File: src/rtl/eight_bit_pkg.sv
// Shared types and sizes for the 8-bit computer and its serial program loader.
// Optional checksum stage of the loader is enabled by PROG_LOADER_CHECKSUM_EN.
package eight_bit_pkg;

    localparam int unsigned RAM_DEPTH = 16;
    localparam int unsigned WORD_W    = 8;
    localparam int unsigned ADDR_W    = 4;
    localparam int unsigned BIT_CNT_W = 3;

    typedef enum logic [2:0] {
        IDLE,
        WAIT,
        WRITE,
        DONE,
        ABORT
    } loader_state_e;

    // One RAM programming beat: address plus data word.
    typedef struct packed {
        logic [ADDR_W-1:0] addr;
        logic [WORD_W-1:0] data;
    } prog_word_t;

    function automatic logic [WORD_W-1:0] sum8(input logic [WORD_W-1:0] acc,
                                               input logic [WORD_W-1:0] val);
        return acc + val;
    endfunction

endpackage

File: src/rtl/spi_byte_rx.sv
// SPI-style byte receiver: synchronizes cs_n/sclk/sdi, detects edges and
// assembles MSB-first bytes, emitting byte-valid and frame start/end pulses.
module spi_byte_rx
    import eight_bit_pkg::*;
#(
    parameter int unsigned SYNC_STAGES = 2
) (
    input  logic              clk,
    input  logic              rst_n,
    input  logic              cs_n,
    input  logic              sclk,
    input  logic              sdi,
    output logic [WORD_W-1:0] rx_byte,
    output logic              byte_valid,
    output logic              frame_start,
    output logic              frame_end
);

    logic [SYNC_STAGES-1:0] cs_sync;
    logic [SYNC_STAGES-1:0] sclk_sync;
    logic [SYNC_STAGES-1:0] sdi_sync;
    logic                   cs_last;
    logic                   sclk_last;
    logic                   sdi_last;
    logic                   cs_prev;
    logic                   sclk_prev;
    logic                   sclk_rise;
    logic                   sdi_q;
    logic [BIT_CNT_W-1:0]   bit_cnt;
    logic [WORD_W-1:0]      shift_q;

    assign cs_last   = cs_sync[SYNC_STAGES-1];
    assign sclk_last = sclk_sync[SYNC_STAGES-1];
    assign sdi_last  = sdi_sync[SYNC_STAGES-1];
    assign rx_byte   = shift_q;

    // Synchronizer chains; cs_n rests high so reset does not fake a frame start.
    always_ff @(posedge clk or negedge rst_n) begin
        if (!rst_n) begin
            cs_sync   <= '1;
            sclk_sync <= '0;
            sdi_sync  <= '0;
        end else begin
            cs_sync   <= {cs_sync[SYNC_STAGES-2:0], cs_n};
            sclk_sync <= {sclk_sync[SYNC_STAGES-2:0], sclk};
            sdi_sync  <= {sdi_sync[SYNC_STAGES-2:0], sdi};
        end
    end

    // Registered edge pulses; sdi is delayed alongside so it lines up with sclk_rise.
    always_ff @(posedge clk or negedge rst_n) begin
        if (!rst_n) begin
            cs_prev     <= 1'b1;
            sclk_prev   <= 1'b0;
            frame_start <= 1'b0;
            frame_end   <= 1'b0;
            sclk_rise   <= 1'b0;
            sdi_q       <= 1'b0;
        end else begin
            cs_prev     <= cs_last;
            sclk_prev   <= sclk_last;
            frame_start <= cs_prev & ~cs_last;
            frame_end   <= ~cs_prev & cs_last;
            sclk_rise   <= sclk_last & ~sclk_prev & ~cs_last;
            sdi_q       <= sdi_last;
        end
    end

    // Frame boundaries drop any partial byte; the counter wraps to 0 on the 8th bit.
    always_ff @(posedge clk or negedge rst_n) begin
        if (!rst_n) begin
            bit_cnt    <= '0;
            shift_q    <= '0;
            byte_valid <= 1'b0;
        end else begin
            byte_valid <= 1'b0;
            if (frame_start || frame_end) begin
                bit_cnt <= '0;
            end else if (sclk_rise) begin
                shift_q <= {shift_q[WORD_W-2:0], sdi_q};
                bit_cnt <= bit_cnt + BIT_CNT_W'(1);
                if (bit_cnt == BIT_CNT_W'(WORD_W - 1)) begin
                    byte_valid <= 1'b1;
                end
            end
        end
    end

endmodule

File: src/rtl/prog_loader.sv
// Serial program loader: writes 16 received bytes to consecutive RAM addresses
// through the programming port. PROG_LOADER_CHECKSUM_EN adds a trailing checksum byte.
module prog_loader
    import eight_bit_pkg::*;
#(
    parameter int unsigned HOLD_CYCLES = 4,
    parameter int unsigned SYNC_STAGES = 2
) (
    input  logic              fastClk,
    input  logic              rst,
    input  logic              cs_n,
    input  logic              sclk,
    input  logic              sdi,
    output logic              prog_mode,
    output logic [ADDR_W-1:0] addr,
    output logic [WORD_W-1:0] prog_data,
    output logic              busy,
    output logic              done,
    output logic              err
);

    localparam int unsigned HOLD_W = (HOLD_CYCLES > 1) ? $clog2(HOLD_CYCLES) : 1;

    logic [WORD_W-1:0] rx_byte;
    logic              byte_valid;
    logic              frame_start;
    logic              frame_end;

    loader_state_e     state;
    logic [ADDR_W-1:0] idx;
    logic [HOLD_W-1:0] hold_cnt;
    prog_word_t        word_q;
`ifdef PROG_LOADER_CHECKSUM_EN
    logic [WORD_W-1:0] csum;
    logic              csum_phase;
`endif

    spi_byte_rx #(
        .SYNC_STAGES(SYNC_STAGES)
    ) u_rx (
        .clk        (fastClk),
        .rst_n      (rst),
        .cs_n       (cs_n),
        .sclk       (sclk),
        .sdi        (sdi),
        .rx_byte    (rx_byte),
        .byte_valid (byte_valid),
        .frame_start(frame_start),
        .frame_end  (frame_end)
    );

    assign addr      = word_q.addr;
    assign prog_data = word_q.data;

    // Loader sequencer; outputs change on the transition that enters each state.
    always_ff @(posedge fastClk or negedge rst) begin
        if (!rst) begin
            state     <= IDLE;
            idx       <= '0;
            hold_cnt  <= '0;
            word_q    <= '0;
            prog_mode <= 1'b0;
            busy      <= 1'b0;
            done      <= 1'b0;
            err       <= 1'b0;
`ifdef PROG_LOADER_CHECKSUM_EN
            csum       <= '0;
            csum_phase <= 1'b0;
`endif
        end else begin
            done <= 1'b0;
            if (frame_start) begin
                // A new frame restarts from address 0 regardless of where we were.
                state     <= WAIT;
                idx       <= '0;
                prog_mode <= 1'b1;
                busy      <= 1'b1;
                err       <= 1'b0;
`ifdef PROG_LOADER_CHECKSUM_EN
                csum       <= '0;
                csum_phase <= 1'b0;
`endif
            end else if (frame_end && (state == WAIT || state == WRITE)) begin
                state       <= ABORT;
                err         <= 1'b1;
                prog_mode   <= 1'b0;
                busy        <= 1'b0;
                word_q.addr <= '0;
            end else begin
                case (state)
                    IDLE: state <= IDLE;
                    WAIT: begin
                        if (byte_valid) begin
`ifdef PROG_LOADER_CHECKSUM_EN
                            if (csum_phase) begin
                                state     <= DONE;
                                prog_mode <= 1'b0;
                                busy      <= 1'b0;
                                if (rx_byte == csum) begin
                                    done <= 1'b1;
                                end else begin
                                    err <= 1'b1;
                                end
                            end else begin
                                csum     <= sum8(csum, rx_byte);
                                word_q   <= '{addr: idx, data: rx_byte};
                                hold_cnt <= HOLD_W'(HOLD_CYCLES - 1);
                                state    <= WRITE;
                            end
`else
                            word_q   <= '{addr: idx, data: rx_byte};
                            hold_cnt <= HOLD_W'(HOLD_CYCLES - 1);
                            state    <= WRITE;
`endif
                        end
                    end
                    WRITE: begin
                        // A byte landing mid-hold is an overrun: flag it and keep going.
                        if (byte_valid) begin
                            err <= 1'b1;
                        end
                        if (hold_cnt == '0) begin
                            idx <= idx + ADDR_W'(1);
                            if (idx == ADDR_W'(RAM_DEPTH - 1)) begin
`ifdef PROG_LOADER_CHECKSUM_EN
                                csum_phase <= 1'b1;
                                state      <= WAIT;
`else
                                state     <= DONE;
                                done      <= 1'b1;
                                prog_mode <= 1'b0;
                                busy      <= 1'b0;
`endif
                            end else begin
                                state <= WAIT;
                            end
                        end else begin
                            hold_cnt <= hold_cnt - HOLD_W'(1);
                        end
                    end
                    DONE:    state <= IDLE;
                    ABORT:   state <= IDLE;
                    default: state <= IDLE;
                endcase
            end
        end
    end

endmodule

File: config.mk
export PLATFORM = sky130hd
export DESIGN_NAME = prog_loader
export DESIGN_NICKNAME = d
export VERILOG_FILES = /design/src/rtl/eight_bit_pkg.sv /design/src/rtl/spi_byte_rx.sv /design/src/rtl/prog_loader.sv
export SDC_FILE = /design/constraint.sdc
export NUM_CORES = 1
export LEC_CHECK = 0
export BUFFER_PORTS_ARGS = -buffer_cell sky130_fd_sc_hd__buf_4
export CAP_MARGIN = 20
export CORE_MARGIN = 2
export CORE_UTILIZATION = 25
export CTS_CLUSTER_DIAMETER = 100
export CTS_CLUSTER_SIZE = 24
export DETAILED_ROUTE_END_ITERATION = 10
export PLACE_DENSITY = 0.45
export SYNTH_ARGS = -nofsm -noshare
export SYNTH_HDL_FRONTEND = slang
export SYNTH_SLANG_ARGS = --single-unit
File: constraint.sdc
create_clock -name fastClk -period 1.7 [get_ports fastClk]
set_clock_uncertainty 0.2 [all_clocks]
set_input_delay 0.34 -clock fastClk [delete_from_list [all_inputs] [get_ports fastClk]]
set_output_delay 0.34 -clock fastClk [all_outputs]
set_load 0.05 [all_outputs]
### Yosys cells after proc, flatten, opt, wreduce, memory -nomap -nowiden

Cells that the tools add are included.

| word-level totals | value |
|---|---|
| bits in registers | 48 |
| output and inout bits | 16 |
| logic and storage cells | 99 |

| operators by class | value |
|---|---|
| $add $sub $neg | 3 |
| reduce and logical (&&, ||, !) cells | 22 |
| bitwise gates (word level) | 10 |
| mux-type cells | 35 |
| equal/unequal tests | 9 |

Operators with widths:

| operator | number |
|---|---|
| 2-to-1 mux 12 bit | 2 |
| 2-to-1 mux 4 bit | 5 |
| 2-to-1 mux 3 bit | 6 |
| 2-to-1 mux 1 bit | 17 |
| nonzero test 2 bit | 6 |
| nonzero test 3 bit | 4 |
| AND reduction 3 bit | 3 |
| != test 4 x 1 -> 1 bit, second input constant | 2 |
| 2-to-1 mux 2 bit | 3 |
| inverter 1 bit | 6 |
| one-hot mux 3 bit (2 select lines) | 1 |
| AND reduction 2 bit | 3 |
| AND reduction 5 bit | 1 |
| adder 4 x 1 -> 4 bit, second input constant | 1 |
| bitwise AND 1 bit | 4 |
| == test 4 bit, second input constant | 1 |
| != test 2 x 1 -> 1 bit, second input constant | 2 |
| one-hot mux 2 bit (2 select lines) | 1 |
| AND reduction 4 bit | 1 |
| adder 3 x 1 -> 3 bit, second input constant | 1 |
| == test 3 x 1 -> 1 bit, second input constant | 1 |
| == test 3 x 2 -> 1 bit, second input constant | 1 |
| == test 3 bit, second input constant | 1 |
| zero test 2 bit | 1 |
| other kinds (4) | 5 |

### Longest topological paths before layout

Gate-level depths: netlist (run 1).

| depth | value |
|---|---|
| depth in word-level cells | 6 |
| depth in mapped cells | 6 |

### Modules after synthesis

Synthesis (run 1) repeated with hierarchy kept, for this count alone.

| second synthesis, totals | value |
|---|---|
| cells, all modules | 153 |
| area total of the unflattened synthesis | 1954.4 µm² |

Modules (own cells, without submodules):

| module | times used | area an instance (µm²) | cells each |
|---|---|---|---|
| prog_loader | 1 | 1143.6 | 107 |
| spi_byte_rx | 1 | 810.8 | 46 |

### Least setup slack after synthesis (run 1)

Ideal clock, no wire load.

| timing | value |
|---|---|
| kind | register to register |
| start | register hold_cnt[0] |
| end | register idx[3] |
| cell stages (with the launch flop) | 7 |
| buffers on the path | 0 |
| arrival time | 1.172 ns |
| path slack | 0.196 ns |
| setup time | 0.132 ns |
| cell sequence | dfrtp_1 > inv_1 > ha_1 > nand3b_4 > nor4_2 > xnor2_1 > nor2_1 |

| between the ends | value |
|---|---|
| cells in the longest elaborated chain, start to end | 3 |

RTL lines:

| what | RTL line | source |
|---|---|---|
| start: declaration | prog_loader.sv:31 | `logic [HOLD_W-1:0] hold_cnt;` |
| start signal: assignment | prog_loader.sv:112 | `hold_cnt <= HOLD_W'(HOLD_CYCLES - 1);` |
| start signal: assignment | prog_loader.sv:138 | `hold_cnt <= hold_cnt - HOLD_W'(1);` |
| zero test 2 bit | prog_loader.sv:122 | `if (hold_cnt == '0) begin` |
| nonzero test 2 bit (no line) | -- |  |
| AND reduction 3 bit (no line) | -- |  |
| end signal: assignment | prog_loader.sv:123 | `idx <= idx + ADDR_W'(1);` |
| end: declaration | prog_loader.sv:30 | `logic [ADDR_W-1:0] idx;` |

No other way between the ends.
A chain may end at the register's enable or synchronous reset.

### Worst setup path after layout (run 1)

Same ends and word-level chain as after synthesis.

==> flow_metrics.env, run 1 <==
export IMPL_ir_worst_vdd_v=0.0004651
export IMPL_hold_violations=0
export IMPL_hold_ws_ps=154.1
export IMPL_netlist_area_mm2=0.001899
export IMPL_synth_distinct_cells=38
export IMPL_gr_total_overflow=0
export IMPL_die_w_um=91.16
export IMPL_finalCritPeriodShare_pct=92.25
export IMPL_cts_sinks=48
export IMPL_track_usage_pct=8.445
export IMPL_place_inst=276
export IMPL_cp_slowest_stage_delay_ps=360
export IMPL_drtIter0Drc=34
export IMPL_clk_latency_ps=290
export IMPL_drive_gt1_share_pct=29.10
export IMPL_fillers=757
export IMPL_ys_seq_area_share_pct=63.44
export IMPL_final_core_utilization_pct=32.55
export IMPL_avgSynthCellArea_um2=12.33
export IMPL_die_y_um=91.16
export IMPL_grt_pass1_wl_um=5720
export IMPL_fin_crit_ps=1568
export IMPL_cts_root_buf="clkbuf_8"
export IMPL_total_power_w=0.002362
export IMPL_rows=31
export IMPL_outcome="finished clean"
export IMPL_yosysWarningCount=0
export IMPL_cts_tree="yes"
export IMPL_cp_cell_sequence="inv_1 > ha_2 > nand3b_4 > nor4_4 > xnor2_1 > nor2_1"
export IMPL_numCtsBuffers=5
export IMPL_dpl_hpwl_um=2208
export IMPL_antenna_found_initial=0
export IMPL_arrival_ps=1560
export IMPL_drc=0
export IMPL_async_reset_ff_share_pct=100.0
export IMPL_dieArea_mm2=0.008310
export IMPL_required_ps=1690
export IMPL_synthFlopType="dfrtp_1"
export IMPL_p_leak_nw=1.159
export IMPL_wl_um=3232
export IMPL_cts_buffer_depth=2
export IMPL_setup_viol=0
export IMPL_cts_setup_buffers=0
export IMPL_start_kind="flop"
export IMPL_grt_max_degree=49
export IMPL_viasPerCell=4.146
export IMPL_layout_nets=197
export IMPL_power_density_mw_per_mm2=995.1
export IMPL_synth_nets=163
export IMPL_ys_seq_elements=48
export IMPL_cp_max_fo=6
export IMPL_grt_pass1_vias=1200
export IMPL_slew_headroom_pct=59.90
export IMPL_core_area_mm2=0.007292
export IMPL_maxCapViolCount=0
export IMPL_place_ws_ps=72.21
export IMPL_start_util_pct=26.05
export IMPL_setup_ws_ps=131.7
export IMPL_antennaDiodeCount=0
export IMPL_worstHoldPathType="reg -> reg"
export IMPL_syn_inst=154
export IMPL_synth_edf_count=0
export IMPL_worstSetupPathType="reg -> reg"
export IMPL_vias=1194
export IMPL_worstMarginPinSlew_ps=601.5
export IMPL_htree_num_levels=2
export IMPL_fmax_ghz=0.6377
export IMPL_areaGrowthSynthToFinish_pct=24.97
export IMPL_final_cells=288
export IMPL_ant_nets=0
export IMPL_gp_congestion=0.7312
export IMPL_clk_pin_slew_ps=90
export IMPL_critPathSlowestCell="dfrtp_1"
export IMPL_io_pins=21
export IMPL_end_kind="flop"
export IMPL_drt_pass1_iterations=4
export IMPL_port_buffers=20
export IMPL_slew_viol_final=0
export IMPL_wire_per_inst_um=11.22
[final timing paths]
path / start / end / cells after the start / slack (ps)
max in group asynchronous: rst / u_rx.rx_byte[0] / 2 / 510
min in group asynchronous: rst / busy / 2 / 390
setup / recovery: hold_cnt[0] / idx[3] / 6 / 130
setup reg to reg: hold_cnt[0] / idx[3] / 6 / 130
hold / removal: u_rx.sdi_sync[0] / u_rx.sdi_sync[1] / 0 / 150
hold reg to reg: u_rx.sdi_sync[0] / u_rx.sdi_sync[1] / 0 / 150
[worst max-delay path: cells and delay by family (launching register included)]
kind,cells,cell delay (ps)
adders and majority gates,1,240
and+or+nand+nor,3,420
buffers and inverters,1,90
xor gates and xnor gates,1,140
DFF,1,360
[synthesized netlist by cell type, drive strengths merged (2+ instances only)]
master  instances  area, um2
nor2b           3      21.27
nand4           2      12.51
xnor2           2      17.52
a21o            2      15.01
a21oi           3      15.01
dfstp           3      78.83
xor2            2      17.52
dfrtp          45       1126
mux2            8      90.09
buf             5      36.28
nor2            8      30.03
ha              4      50.05
o21ai           5      25.02
mux2i           3      30.03
nand3           3      15.01
nor3            6      30.03
inv             2      7.510
nand2          28      105.1
a22o            4      35.03
[registers in the layout, indices dropped and copies added (netlist names), 2 cells and up]
| register | cells |
|---|---|
| state | 3 |
| idx | 4 |
| u_rx.sclk_sync | 2 |
| u_rx.cs_sync | 2 |
| u_rx.bit_cnt | 3 |
| addr | 4 |
| hold_cnt | 2 |
| u_rx.sdi_sync | 2 |
| prog_data | 8 |
| u_rx.rx_byte | 8 |
[cell type report]
type                            count  area, um2  share of cell area, %
Sequential cell                    48       1205                  50.76
Multi-Input combinational cell     98      658.1                  27.73
Timing Repair Buffer               33      257.7                  10.86
Tap cell                           99      123.9                  5.219
Clock buffer                        6      82.58                  3.479
Clock inverter                      2      38.79                  1.634
Inverter                            2      7.507                 0.3163
[cells in the final DEF (no fill, tap or decap), types with 4 or more instances in the layout]
cell and instances:
mux2_2 8, o21ai_0 5, dfrtp_1 45, nand2_1 28, a22o_1 4, clkbuf_8 6
dlygate4sd3_1 4, buf_4 29, nor2_1 8, nor3_1 6
[through the flow]
stage | cell area [um2] | setup TNS, ps
2_1_floorplan | 1899 | 0
3_3_place_gp | 2201 | 0
3_5_place_dp | 2201 | 0
4_1_cts | 2362 | 0
5_1_grt | 2374 | -3.219
6_report | 2374 | 0
[routing by layer]
metal | GRT usage [%] | vias up | share of wire (%)
met5 | 0 | - | 0
met4 | 2.525 | 0 | 1.1
met3 | 2.573 | 4 | 3.1
li1 | - | 594 | -
met2 | 13.09 | 17 | 48
met1 | 11.37 | 579 | 48
[cell families after synthesis]
group | share of synthesized area, %
simple gates | 16.34
flops | 63.44
buf+inv | 2.503
xor+xnor | 1.845
fa+ha+maj | 2.635
mux | 6.324
compound gates | 6.917
[repair_timing]
action,CTS,global route
hold endpoints to repair,48,0
hold buffers,4,0
endpoints found under the setup margin,0,1
resized for setup,0,2
[power breakdown]
group	switching (W)	leakage (nW)	internal (W)
registers	0.0000596	0.629	0.00123
clock network	0.000374	0.0614	0.000481
logic	0.000116	0.469	0.000105
(Power assumes the default switching activity.)
==> inputs of run 2 (changes only) <==
ABC_AREA = 1   (was not set)
PLACE_DENSITY = 0.44   (was 0.45)
==> flow_metrics.env, run 2 <==
export IMPL_synth_nets=208
export IMPL_place_ws_ps=122.2
export IMPL_ir_worst_vdd_v=0.0003414
export IMPL_fillers=839
export IMPL_synth_distinct_cells=25
export IMPL_die_y_um=93.63
export IMPL_dpl_hpwl_um=2595
export IMPL_start_kind="flop"
export IMPL_wl_um=3670
export IMPL_viasPerCell=4.080
export IMPL_setup_ws_ps=103.6
export IMPL_fin_crit_ps=1596
export IMPL_dieArea_mm2=0.008766
export IMPL_die_w_um=93.63
export IMPL_required_ps=1730
export IMPL_drive_gt1_share_pct=25.96
export IMPL_yosysTopAreaCell="dfrtp_1"
export IMPL_ys_seq_elements=48
export IMPL_gp_congestion=0.8145
export IMPL_hold_violations=0
export IMPL_clk_latency_ps=290
export IMPL_maxCapViolCount=0
export IMPL_gr_total_overflow=0
export IMPL_worstMarginPinSlew_ps=376.5
export IMPL_worstSetupStartpoint="state[1]"
export IMPL_worstHoldStart="u_rx.sclk_sync[0]"
export IMPL_critPathSlowestCell="dfrtp_2"
export IMPL_rows=32
export IMPL_vias=1375
export IMPL_drt_pass1_iterations=4
export IMPL_finalCritPeriodShare_pct=93.91
export IMPL_syn_inst=199
export IMPL_grt_pass1_vias=1388
export IMPL_clk_pin_slew_ps=90
export IMPL_grt_use_met1_pct=12.62
export IMPL_core_area_mm2=0.007767
export IMPL_antennaDiodeCount=0
export IMPL_yosysMostFrequentCell="nand2_1"
export IMPL_start_util_pct=25.85
export IMPL_final_cells=337
export IMPL_end_kind="flop"
export IMPL_arrival_ps=1630
export IMPL_synthFlopType="dfrtp_1"
export IMPL_cts_buffer_depth=2
export IMPL_grt_use_met3_pct=2.659
export IMPL_ys_seq_area_share_pct=60.00
export IMPL_use_met2_pct=14.57
export IMPL_synth_edf_count=0
export IMPL_track_usage_pct=9.345
export IMPL_slew_viol_final=0
export IMPL_synthTopCellsByArea="dfrtp_1, nand2_1, nand3_1"
export IMPL_areaGrowthSynthToFinish_pct=23.05
export IMPL_yosysWarningCount=0
export IMPL_async_reset_ff_share_pct=100.0
export IMPL_grt_most_used_layer="met2"
export IMPL_layout_nets=243
export IMPL_cts_sinks=48
export IMPL_worstSetupPathType="reg -> reg"
export IMPL_slew_headroom_pct=74.82
export IMPL_final_common_cell="nand2_1"
export IMPL_cp_cell_sequence="inv_2 > nand3_4 > nor3_4 > buf_6 > nand3_1 > nand2_1"
export IMPL_synth_common_cells="nand2_1, dfrtp_1, nand3_1"
export IMPL_port_buffers=20
export IMPL_p_leak_nw=1.277
export IMPL_place_inst=322
export IMPL_grt_pass1_wl_um=6437
export IMPL_drc=0
export IMPL_cp_slowest_stage_delay_ps=450
export IMPL_cp_max_fo=7
export IMPL_netlist_area_mm2=0.002008
export IMPL_avgSynthCellArea_um2=10.09
export IMPL_io_pins=21
export IMPL_wire_per_inst_um=10.89
export IMPL_cts_tree="yes"
export IMPL_r2r_start="state[1]"
export IMPL_antenna_found_initial=0
export IMPL_final_core_utilization_pct=31.81
export IMPL_outcome="finished clean"
export IMPL_worstHoldPathType="reg -> reg"
export IMPL_synth_top_area_share_pct=56.07
export IMPL_htree_num_levels=2
export IMPL_ant_nets=0
export IMPL_fmax_ghz=0.6264
export IMPL_numCtsBuffers=5
export IMPL_drtIter0Drc=48
export IMPL_final_cell_mix="nand2_1, dfrtp_1, nand3_1"
export IMPL_setup_viol=0
export IMPL_total_power_w=0.002403
export IMPL_cts_root_buf="clkbuf_8"
export IMPL_grt_max_degree=27
export IMPL_power_density_mw_per_mm2=972.2
[run 2: cell types whose count changed after synthesis, moves of 3 or more]
| cell | delta |
|---|---|
| a22o_1 | -4 |
| nor3_1 | -6 |
| mux2i_1 | -3 |
| inv_1 | +17 |
| nor2_1 | +5 |
| inv_2 | +3 |
| nand3_1 | +23 |
| nand2_1 | +22 |
[run 2: power breakdown]
group / leakage [nW] / switching [W] / internal, W
Sequential: 0.619 / 0.0000881 / 0.00126
Clock: 0.0516 / 0.000389 / 0.000333
Combinational: 0.606 / 0.000190 / 0.000138
Total: 1.28 / 0.000667 / 0.00174
[run 2: logic make-up after synthesis]
family | after synthesis | synth area share (%)
and+or+nand+nor | 103 | 24.74
AOI/OAI and AO/OA | 12 | 3.551
DFF | 48 | 60.00
muxes | 6 | 3.364
adders and majority gates | 4 | 2.492
buffers and inverters | 25 | 5.420
xor gates and xnor gates | 1 | 0.4362
[run 2: final cells by class]
| cell class | count | area [um2] | area share, % |
|---|---|---|---|
| inverters | 22 | 82.58 | 3.342 |
| clock buffers | 6 | 82.58 | 3.342 |
| flip-flops and latches | 48 | 1206 | 48.81 |
| repair buffers | 31 | 259.0 | 10.48 |
| clock inverters | 2 | 13.76 | 0.5570 |
| well taps | 102 | 127.6 | 5.165 |
| multi-input cells | 126 | 699.4 | 28.30 |
[run 2: metal layers]
layer	vias up	wire length (um)
met3	2	142
met2	21	1645
met1	645	1852
met4	0	30
li1	707	-
met5	-	0
[run 2: worst paths after layout]
path	endpoint	depth (start not counted)	slack, ps
setup / recovery	prog_data[5]	6	100
hold / removal	u_rx.sclk_sync[1]	0	160
setup reg to reg	prog_data[5]	6	100
hold reg to reg	u_rx.sclk_sync[1]	0	160
max in group asynchronous	u_rx.cs_sync[1]	3	510
min in group asynchronous	hold_cnt[0]	2	280
[run 2: critical path: cells and delay by family (launching register included)]
kind          cells  cell delay, ps
buf+inv           2             270
flops             1             450
simple gates      4             640
[run 2: repair_timing]
item,CTS,global route
setup buffers,0,3
resized for setup,0,3
setup endpoints to repair,0,8
hold buffers,4,0
endpoints found under the hold margin,25,0
[run 2: through the flow]
step	setup TNS [ps]	hold WS, ps	area, um2
after global routing	-6.740	169.8	2471
after detailed placement	0	70.33	2302
final	0	155.7	2471
after global placement	0	69.48	2302
after floorplan	0	-155.6	2008
after CTS	0	158.9	2439
==> inputs of run 3 (changes only) <==
PLACE_DENSITY = 0.45   (was 0.44)
SYNTH_HIERARCHICAL = 1   (was not set)
==> flow_metrics.env, run 3 <==
export IMPL_gr_total_overflow=0
export IMPL_fillers=823
export IMPL_antennaDiodeCount=0
export IMPL_areaGrowthSynthToFinish_pct=23.13
export IMPL_drive_gt1_share_pct=19.50
export IMPL_async_reset_ff_share_pct=100.0
export IMPL_switchingPower_w=0.0008828
export IMPL_grt_pass1_wl_um=6451
export IMPL_cp_max_fo=4
export IMPL_maxCapViolCount=0
export IMPL_syn_inst=208
export IMPL_synth_area_mux_share_pct=0
export IMPL_synth_common_cells="nand2_1, dfrtp_1, nand3_1"
export IMPL_worstHoldPathType="reg -> reg"
export IMPL_viasPerCell=4.122
export IMPL_pwr_share_comb_pct=20.0
export IMPL_slew_viol_final=0
export IMPL_grt_max_degree=49
export IMPL_hold_violations=0
export IMPL_layout_nets=249
export IMPL_synth_distinct_cells=23
export IMPL_io_pins=21
export IMPL_avgSynthCellArea_um2=9.492
export IMPL_numCtsBuffers=5
export IMPL_synth_fa_ha_area_share_pct=2.535
export IMPL_finalCritPeriodShare_pct=92.81
export IMPL_cts_sinks=48
export IMPL_internal_power_w=0.002052
export IMPL_fmax_ghz=0.6338
export IMPL_clk_pin_slew_ps=90
export IMPL_setup_viol=0
export IMPL_synthFlopType="dfrtp_1"
export IMPL_synthTopCellsByArea="dfrtp_1, nand2_1, nand3_1"
export IMPL_cts_tree="yes"
export IMPL_setup_ws_ps=122.2
export IMPL_power_density_mw_per_mm2=1207
export IMPL_worstMarginPinSlew_ps=598.6
export IMPL_vias=1414
export IMPL_drc=0
export IMPL_switching_share_pct=30.09
export IMPL_gp_congestion=0.7714
export IMPL_netlist_area_mm2=0.001974
export IMPL_outcome="finished clean"
export IMPL_cts_setup_buffers=0
export IMPL_cts_buffer_depth=2
export IMPL_dpl_hpwl_um=2522
export IMPL_final_cell_mix="nand2_1, dfrtp_1, nand3_1"
export IMPL_synth_nets=217
export IMPL_ir_worst_vdd_v=0.0005096
export IMPL_synthSimpleGateAreaFrac_pct=27.88
export IMPL_rows=32
export IMPL_place_ws_ps=88.22
export IMPL_fin_crit_ps=1578
export IMPL_cts_root_buf="clkbuf_8"
export IMPL_ys_seq_elements=48
export IMPL_p_seq_share_pct=47.0
export IMPL_yosysWarningCount=6
export IMPL_drtIter0Drc=126
export IMPL_start_util_pct=25.68
export IMPL_yosysTopAreaCell="dfrtp_1"
export IMPL_synth_top_family_by_area="simple AND/OR/NAND/NOR gates"
export IMPL_htree_num_levels=2
export IMPL_track_usage_pct=9.681
export IMPL_ant_nets=0
export IMPL_drt_pass1_iterations=4
export IMPL_die_y_um=92.87
export IMPL_arrival_ps=1570
export IMPL_synthXorXnorAreaFrac_pct=0
export IMPL_yosysMostFrequentCell="nand2_1"
export IMPL_clk_latency_ps=300
export IMPL_rsz0062_at_grt="yes"
export IMPL_worstSetupPathType="reg -> reg"
export IMPL_synth_top_area_share_pct=57.03
export IMPL_port_buffers=20
export IMPL_die_w_um=92.87
export IMPL_end_kind="flop"
export IMPL_final_common_cell="nand2_1"
export IMPL_required_ps=1690
export IMPL_p_leak_nw=1.285
export IMPL_slew_headroom_pct=60.09
export IMPL_grt_pass1_vias=1383
export IMPL_wire_per_inst_um=10.71
export IMPL_antenna_found_initial=0
export IMPL_synth_edf_count=0
export IMPL_wl_um=3674
export IMPL_dieArea_mm2=0.008625
export IMPL_core_area_mm2=0.007687
export IMPL_ys_seq_area_share_pct=61.03
export IMPL_p_clk_share_pct=33.0
export IMPL_synth_compound_area_share_pct=2.852
export IMPL_hold_ws_ps=154.9
export IMPL_start_kind="flop"
## run 3: cell types whose count changed after synthesis, sizes merged, moves of 3 or more
cell,previous run,this run
nand2,54,78
o21ai,6,2
inv,22,19
mux2,6,0
## run 3: cell type report
type	instances	area, um2	area share, %
Inverter	20	75.07	3.088
Sequential cell	48	1205	49.56
Clock inverter	2	60.06	2.470
Tap cell	102	127.6	5.250
Clock buffer	6	72.57	2.985
Timing Repair Buffer	29	227.7	9.367
Multi-Input combinational cell	136	663.1	27.28
## run 3: path summary, 6_finish.rpt
path,startpoint,to,slack (ps),cells after the start
setup / recovery,hold_cnt[0],hold_cnt[0],120,8
hold / removal,u_rx/sclk_sync[0],u_rx/sclk_sync[1],150,0
setup reg to reg,hold_cnt[0],hold_cnt[0],120,8
hold reg to reg,u_rx/sclk_sync[0],u_rx/sclk_sync[1],150,0
max in group asynchronous,rst,addr[2],510,2
min in group asynchronous,rst,prog_data[6],370,2
## run 3: power groups by stage
stage               Clock [W]  Combinational, W  Sequential, W
finish               0.000968          0.000587        0.00138
global route          0.00105          0.000664        0.00140
CTS                   0.00100          0.000587        0.00138
detailed placement          0          0.000576        0.00140
global placement            0          0.000573        0.00140
floorplan                   0          0.000368        0.00145
## run 3: cells by family (layout without fill, tap and decap cells)
family / count (synthesis) / count (layout)
buffers and inverters: 24 / 57
AND/OR/NAND/NOR: 122 / 122
AO/OA/AOI/OAI: 10 / 10
flip-flops: 48 / 48
adder cells (fa/ha/maj): 4 / 4
## run 3: repair_timing
| item | 4_1_cts | 5_1_grt |
|---|---|---|
| hold buffers | 4 | 0 |
| setup endpoints to repair | 0 | 6 |
| resized for setup | 0 | 1 |
| hold endpoints to repair | 48 | 0 |
## run 3: layer usage
layer  share of wire [%]  vias up  GRT usage, %
li1                    -      719             -
met1                  51      665         12.80
met2                  44       25         14.92
met3                 3.8        5         2.685
met4                 1.6        0         4.044
met5                   0        -             0
## run 3: critical path, cell delays in order, from the launching register on
cell     delay, ps
dfrtp_1        370
inv_1           50
ha_1           210
inv_1          150
nor2_1          90
a21oi_1        200
nand2_1        100
nand2_1         60
nand2_1         50
## run 3: stage by stage
stage	std cells	utilization (%)	area [um2]	power [W]	TNS (ps)
after floorplan	208	-	1974	0.001819	0
after global placement	331	29.30	2252	0.001975	0
after detailed placement	331	29.30	2252	0.001979	0
after CTS	343	31.54	2425	0.002969	0
after global routing	343	31.62	2431	0.003115	-71.27
final	343	31.62	2431	0.002934	0
